==> src/rtl/pwr_gate_seq.sv <==
// Power-gating sequencer: staggered header-switch ramp, power-good wait,
// restore/un-isolate on the way up and save/isolate on the way down.
module pwr_gate_seq #(
    parameter int NGRP     = 4,
    parameter int STEP_CYC = 8,
    parameter int TIMEOUT  = 255
) (
    input  logic            clk,
    input  logic            rstb,
    input  logic            pwr_req,
    input  logic            pgood,
    output logic [NGRP-1:0] sw_en,
    output logic            iso_en,
    output logic            save,
    output logic            restore,
    output logic            pwr_ack,
    output logic            busy,
    output logic            err
);

    localparam int MAXC = (STEP_CYC > TIMEOUT) ? STEP_CYC : TIMEOUT;
    localparam int CW   = $clog2(MAXC + 1);
    localparam logic [CW-1:0] STEP_LAST = CW'(STEP_CYC - 1);
    localparam logic [CW-1:0] TO_LAST   = CW'(TIMEOUT - 1);

    typedef enum logic [3:0] {
        ST_OFF     = 4'd0,
        ST_RAMP    = 4'd1,
        ST_WAIT_PG = 4'd2,
        ST_RESTORE = 4'd3,
        ST_UNISO   = 4'd4,
        ST_ON      = 4'd5,
        ST_SAVE    = 4'd6,
        ST_ISO     = 4'd7,
        ST_FAULT   = 4'd8
    } state_t;

    state_t        state_r;
    logic [CW-1:0] cnt_r;

    // Sequencer state, shared step/timeout counter and registered outputs.
    always_ff @(posedge clk) begin
        if (!rstb) begin
            state_r <= ST_OFF;
            cnt_r   <= '0;
            sw_en   <= '0;
            iso_en  <= 1'b1;
            save    <= 1'b0;
            restore <= 1'b0;
            pwr_ack <= 1'b0;
            busy    <= 1'b0;
            err     <= 1'b0;
        end else begin
            case (state_r)
                ST_OFF: begin
                    if (pwr_req) begin
                        state_r <= ST_RAMP;
                        sw_en   <= NGRP'(1'b1);
                        busy    <= 1'b1;
                    end
                    cnt_r <= '0;
                end
                ST_RAMP: begin
                    if (!pwr_req) begin
                        // Abort: drop every group at once, nothing to save yet
                        state_r <= ST_OFF;
                        sw_en   <= '0;
                        busy    <= 1'b0;
                        cnt_r   <= '0;
                    end else if (cnt_r == STEP_LAST) begin
                        cnt_r <= '0;
                        if (sw_en[NGRP-1]) begin
                            state_r <= ST_WAIT_PG;
                        end else begin
                            sw_en <= (sw_en << 1) | NGRP'(1'b1);
                        end
                    end else begin
                        cnt_r <= cnt_r + CW'(1);
                    end
                end
                ST_WAIT_PG: begin
                    cnt_r <= '0;
                    if (!pwr_req) begin
                        state_r <= ST_OFF;
                        sw_en   <= '0;
                        busy    <= 1'b0;
                    end else if (pgood) begin
                        state_r <= ST_RESTORE;
                        restore <= 1'b1;
                    end else if (cnt_r == TO_LAST) begin
                        state_r <= ST_FAULT;
                        sw_en   <= '0;
                        busy    <= 1'b0;
                        err     <= 1'b1;
                    end else begin
                        cnt_r <= cnt_r + CW'(1);
                    end
                end
                ST_RESTORE: begin
                    state_r <= ST_UNISO;
                    restore <= 1'b0;
                    iso_en  <= 1'b0;
                    cnt_r   <= '0;
                end
                ST_UNISO: begin
                    state_r <= ST_ON;
                    pwr_ack <= 1'b1;
                    busy    <= 1'b0;
                    cnt_r   <= '0;
                end
                ST_ON: begin
                    // Brown-out takes priority over an orderly power-down
                    if (!pgood) begin
                        state_r <= ST_FAULT;
                        sw_en   <= '0;
                        iso_en  <= 1'b1;
                        pwr_ack <= 1'b0;
                        err     <= 1'b1;
                    end else if (!pwr_req) begin
                        state_r <= ST_SAVE;
                        pwr_ack <= 1'b0;
                        save    <= 1'b1;
                        busy    <= 1'b1;
                    end
                    cnt_r <= '0;
                end
                ST_SAVE: begin
                    state_r <= ST_ISO;
                    save    <= 1'b0;
                    iso_en  <= 1'b1;
                    cnt_r   <= '0;
                end
                ST_ISO: begin
                    state_r <= ST_OFF;
                    sw_en   <= '0;
                    busy    <= 1'b0;
                    cnt_r   <= '0;
                end
                ST_FAULT: begin
                    if (!pwr_req) begin
                        state_r <= ST_OFF;
                        err     <= 1'b0;
                    end
                    cnt_r <= '0;
                end
                default: begin
                    state_r <= ST_OFF;
                    cnt_r   <= '0;
                    sw_en   <= '0;
                    iso_en  <= 1'b1;
                    save    <= 1'b0;
                    restore <= 1'b0;
                    pwr_ack <= 1'b0;
                    busy    <= 1'b0;
                    err     <= 1'b0;
                end
            endcase
        end
    end

endmodule

==> config.mk <==
export PLATFORM = sky130hd
export DESIGN_NAME = pwr_gate_seq
export DESIGN_NICKNAME = d
export VERILOG_FILES = /design/src/rtl/pwr_gate_seq.sv
export SDC_FILE = /design/constraint.sdc
export NUM_CORES = 1
export LEC_CHECK = 0
export ABC_AREA = 1
export CORE_AREA = 5 5 68 58
export CTS_CLUSTER_SIZE = 20
export DETAILED_ROUTE_END_ITERATION = 7
export DIE_AREA = 0 0 73 63
export PLACE_DENSITY = 0.76
export SLEW_MARGIN = 20
export SYNTH_ARGS = -nofsm -noshare
export SYNTH_HDL_FRONTEND = slang
export SYNTH_SLANG_ARGS = --single-unit
==> constraint.sdc <==
create_clock -name clk -period 1.73 [get_ports clk]
set_input_delay 0.173 -clock clk [delete_from_list [all_inputs] [get_ports clk]]
set_output_delay 0.173 -clock clk [all_outputs]
set_load 0.01 [all_outputs]
== After elaboration in Yosys (flattened, before gate mapping) ==
Cells that the tools add are included.

* Input port bits: 4
* Output and inout bits: 10
* Word-level logic and storage cells: 107
* Register bits after elaboration: 22

* Eq/ne operators: 27
* Add/subtract/negate cells: 1
* Bitwise operators: 7
* Multiplexer cells: 45
* Reductions and logical operators: 17

{| class="wikitable"
|+ Operators by type and width
! operator !! number
|-
| two-way mux 4 bit || 17
|-
| two-way mux 8 bit || 5
|-
| one-hot mux 4 bit (8 select lines) || 1
|-
| OR reduction 7 bit || 3
|-
| inequality test 2 bit (second input constant) || 10
|-
| one-hot mux 4 bit (5 select lines) || 1
|-
| inequality test 3 bit (second input constant) || 6
|-
| AND reduction 6 bit || 3
|-
| equality test 4 x 3 -> 1 bit (second input constant) || 4
|-
| one-hot mux 8 bit (2 select lines) || 1
|-
| two-way mux 1 bit || 14
|-
| AND reduction 7 bit || 2
|-
| OR reduction 6 bit || 2
|-
| adder 8 x 1 -> 8 bit (second input constant) || 1
|-
| equality test 4 x 2 -> 1 bit (second input constant) || 2
|-
| equality test 8 x 3 -> 1 bit (second input constant) || 1
|-
| equality test 8 bit (second input constant) || 1
|-
| NOT 1 bit || 7
|-
| one-hot mux 1 bit (3 select lines) || 2
|-
| AND reduction 3 bit || 2
|-
| one-hot mux 1 bit (5 select lines) || 1
|-
| equality test 4 x 1 -> 1 bit (second input constant) || 1
|-
| equality test 4 bit (second input constant) || 1
|-
| zero test 4 bit || 1
|-
| 6 further kinds || 8
|}

== Depth between registers and ports, before layout ==
Gate-level depths: netlist of run 1.

* Depth after elaboration: 5
* Mapped depth: 11
* Gate-level depth less buffers: 11

== Worst setup path before layout of run 1 ==
No wires, ideal clock.

* Path type: reg-to-reg
* Start: register cnt_r[0]
* End: register sw_en[1]
* Slack: 365 ps
* Arrival time: 1,251 ps
* Required time: 1,616 ps
* Cell stages (with the launch flop): 9
* Library setup time: 114 ps
* Period minus slack after synthesis: 1,365 ps
* Cells stage by stage: dfxtp_1 ha_1 nand3_1 nor2_1 nor2_4 nor2_2 nand3_2 a21oi_1 nor2_1

* Word-level cells in the longest chain between the ends: 3
* Elaborated cells between the ends (all ways): 5

{| class="wikitable"
|+ RTL lines
! what !! RTL line !! RTL
|-
| start, declared || 39 || <nowiki>logic [CW-1:0] cnt_r;</nowiki>
|-
| start signal, assigned || 78 || <nowiki>cnt_r <= cnt_r + CW'(1);</nowiki>
|-
| start signal, assigned || 96 || <nowiki>cnt_r <= cnt_r + CW'(1);</nowiki>
|-
| equality test 8 bit or equality test 8 x 3 -> 1 bit (tied branches) || 90, 70 ||
|-
| inequality test 3 bit (no line) || n/a ||
|-
| AND reduction 7 bit (no line) * || n/a ||
|-
| end signal, assigned || 58 || <nowiki>sw_en <= NGRP'(1'b1);</nowiki>
|-
| end signal, assigned || 75 || <nowiki>sw_en <= (sw_en << 1) | NGRP'(1'b1);</nowiki>
|-
| end, declared || 12 || <nowiki>output logic [NGRP-1:0] sw_en,</nowiki>
|}

Mark *: on every way between the ends. The rest lies on a longest branch, timed or not.
A chain may end at the register's enable or synchronous reset.

== Worst setup path in the final report of run 1 ==
Ends and elaborated chain as after synthesis.

==> impl_results.md, run 1 <==
- Outcome: complete, no violations
- Worst r2r src: cnt_r[0]
- Switch share: 32.6%
- F_max: between 600 and 700 MHz
- Routed wire length: 3000 um
- Design Area, Final: about 0.0017 mm2
- Worst setup endpoint: sw_en[1]
- Buf+Inv Stages, Crit Path: 0
- Int Pwr: ~1.1 mW
- H-Tree Depth: 1
- Via count: ~1300
- Top delay family on crit path: simple AND/OR/NAND/NOR gates
- Post-DR vias/cell: ~5
- VDD IR-drop max: about 0.00053 V
- Crit path cell chain: ha_1, nand3_1, nor2_1, nor2_4, nor2_2, nand3_2, a21oi_1, nor2_1
- Rows: 19
- Largest net degree at the start of global routing: 14
- Slowest-stage cell, CP: dfxtp_1
- Number of I/O pins: 14
- First-pass GRT wire length: 5200 um
- CP Launch Point: cnt_r[0]
- WP data arrival: 1.68 ns
- CP Max Fanout: 6
- Setup Skew: between 0.007 and 0.008 ns
- Full die area: ~0.0046 mm2
- Num CTS Buffers: 3
- Slew headroom: between 70% and 80%
- Wirelength per Cell: ~11 um
- Final min period: around 1.5 ns
- R2R cell count: 8
- Yosys warning count: 0
- Kind of critical path: reg2reg
- Crit Reg-Reg Endpoint: sw_en[1]
- R2R Setup Slk: about 0.22 ns
- Initial DRT Pass Iterations: 4
- Initial antenna violation count: 0
- Clock root buffer: clkbuf_8
- Syn_nets: 212
- Clock tree buffer depth: 2
- Tot GR Track Use: 14.2%
- Grt ovf: 0
- Post-route DRC: 0
- Area grow syn2layout: 21.5%
- Type of destination of the critical path: flop
- Req. time, crit path: between 1.5 and 2 ns
- TritonCTS clock tree: yes
- Die width: 73 um
- Die Y-Extent: roughly 63 um
- Leak: 0.717 nW
- Starting Density: 42.3%
- Area after DPL: approximately 0.0016 mm2
- Setup TNS: 0 ns
- Worst path depth: 8
- Port-buffer cells: 13
- Initial drt markers: 72
- GPL Wtd Cong: approximately 0.9
- Post-Synthesis Cells: 206
- Clock power frac: ~29%
- RSZ-0062 raised after global routing: false
- Worst-Margin Slew: 0.323 ns
- Delay of the slowest critical-path stage: ~0.38 ns
- Ant diodes: 0
- Mapped cell area: between 0.001 and 0.0015 mm2
- Post-CTS Setup Bufs: 0
- Power per Cell Area: between 900 and 1000 mW/mm2
- Combinational Power Share: around 33%
- Post-synthesis register bit count: 22
- Share of cells above drive strength 1: approximately 17%
- Core ar.: around 0.0032 mm2
- Mean Syn Cell Area: about 6.6 um2
- Distinct cells, synth: 27
- Vias in the first global route: about 1200
- Filler Cell Count: approximately 360
- Nets: about 240
- CP most frequent cell: nor2_1
- Startpoint Class: flop
- Worst Hold Class: reg2reg
- Dpl hpwl: approximately 2400 um
- Util after Layout: between 50% and 60%
- Detail Route Antenna Nets: 0
- Clk Latency, worst-skew pair: 0.26 ns
- Endpoints failing setup: 0
- Seq/Total Area, Yosys: roughly a third
- Clk sink count: 22
- Final period utilization: just under 90%
- Net switching power: around 0.53 mW
- Max-Cap Viols: 0
- Sequential power share: a little under two fifths
- Final-report hold violation count: 0
- Hold_buf cts: 0
- Max-slew violations: 0
- CTS clk-pin slew, worst paths: approximately 0.080 ns
-- metrics by stage --
stage          hold WS [ns]  setup slack (ns)  std cells  total power [mW]
2_1_floorplan         0.258             0.365        206             0.975
6_report              0.468             0.219        270              1.62
3_5_place_dp          0.446           0.00264        266              1.15
4_1_cts               0.473             0.190        270              1.64
5_1_grt               0.501            0.0498        270              1.75
3_3_place_gp          0.446            0.0384        266              1.15
-- tightest hold or removal path, stage by stage, from the launching register on --
cell,delay (ns)
dfxtp_1,0.31
nand2_1,0.06
a21oi_1,0.05
-- area by class of cell --
type                            instances  area, um2  area share [%]
Sequential cell                        22        440            26.5
Timing Repair Buffer                   18        168            10.1
Clock inverter                          1       30.0            1.81
Multi-Input combinational cell        154        817            49.2
Inverter                               30        113            6.78
Clock buffer                            3       41.3            2.48
Tap cell                               42       52.6            3.16
-- worst min path at each step --
stage | startpoint | end | depth (start not counted)
after floorplan | rstb | iso_en | 1
after global placement | iso_en | iso_en | 2
after detailed placement | iso_en | iso_en | 2
after CTS | iso_en | iso_en | 2
after global routing | iso_en | iso_en | 2
final | err | err | 2
-- flip-flops by register name, indices dropped and copies added (netlist names) --
name,cells
save,1
iso_en,1
pwr_ack,1
restore,1
cnt_r,8
state_r,4
busy,1
err,1
sw_en,4
-- cells in the mapped netlist --
| master | instances | area (um2) |
|---|---|---|
| xor2_1 | 4 | 35.0 |
| nor3b_2 | 2 | 25.0 |
| inv_1 | 23 | 86.3 |
| nor2_1 | 34 | 128 |
| nand2_2 | 3 | 18.8 |
| nor3_1 | 1 | 5.00 |
| ha_1 | 2 | 25.0 |
| a21oi_2 | 1 | 8.76 |
| nand2_1 | 44 | 165 |
| dfxtp_1 | 22 | 440 |
| nor2_2 | 6 | 37.5 |
| o21ai_1 | 3 | 15.0 |
| a21oi_1 | 13 | 65.1 |
| nand3_1 | 15 | 75.1 |
| a31oi_1 | 1 | 6.26 |
| nand3b_1 | 1 | 7.51 |
| a211oi_1 | 1 | 7.51 |
| nor2_4 | 5 | 56.3 |
| inv_2 | 6 | 22.5 |
| clkinv_1 | 1 | 3.75 |
| a41oi_1 | 1 | 8.76 |
| nand4_1 | 6 | 37.5 |
| o21ai_2 | 1 | 8.76 |
| nand3_4 | 1 | 17.5 |
| o22ai_1 | 1 | 6.26 |
| nand3_2 | 3 | 30.0 |
| o21ai_0 | 5 | 25.0 |
-- power groups by stage --
stage               registers, mW  clock network [mW]  logic [mW]
floorplan                   0.629                   0       0.346
global placement            0.614                   0       0.534
detailed placement          0.614                   0       0.536
CTS                         0.603               0.495       0.540
global route                0.612               0.531       0.606
finish                      0.604               0.476       0.539
-- cells by family (layout without fill, tap and decap cells) --
group	after synthesis	in the layout	share of synthesized area [%]
AO/OA/AOI/OAI	27	27	11.1
buffers and inverters	30	52	8.23
XOR/XNOR	4	4	2.56
adder cells (fa/ha/maj)	2	2	1.83
AND/OR/NAND/NOR	121	121	44.1
flip-flops	22	22	32.2
-- layer usage --
layer	global-route usage, %	vias to the layer above	wire length [um]	share of wire, %
li1	-	709	-	-
met1	19.8	581	1500	50
met2	20.0	37	1280	43
met3	4.66	6	157	5.2
met4	5.07	0	63	2.1
met5	0	-	0	0
-- repair_timing --
action	in CTS	in global routing
endpoints found under the setup margin	0	1
gates resized for setup	0	1
hold endpoints to repair	0	0
-- cells in the final DEF, fill, tap and decap left out, types with 2 or more instances in the layout --
cell type,synthesis,routed
inv_2,6,6
inv_1,23,23
nand2_1,44,44
dfxtp_1,22,22
nor2_2,6,7
a21oi_1,13,13
nor2_1,34,33
o21ai_0,5,5
nand3_2,3,3
nor3b_2,2,2
buf_4,0,5
nand2_2,3,3
clkbuf_8,0,3
ha_1,2,2
o21ai_1,3,3
xor2_1,4,4
nand4_1,6,6
clkdlybuf4s50_1,0,13
nor2_4,5,5
nand3_1,15,15
Note: power is estimated with default switching activity, not from simulation.
==> inputs of run 2 (changes only) <==
SKIP_LAST_GASP = 1   (was default)
==> results of run 2 <==
Same layout as run 1: the final DEF is identical, and so are final timing and power.
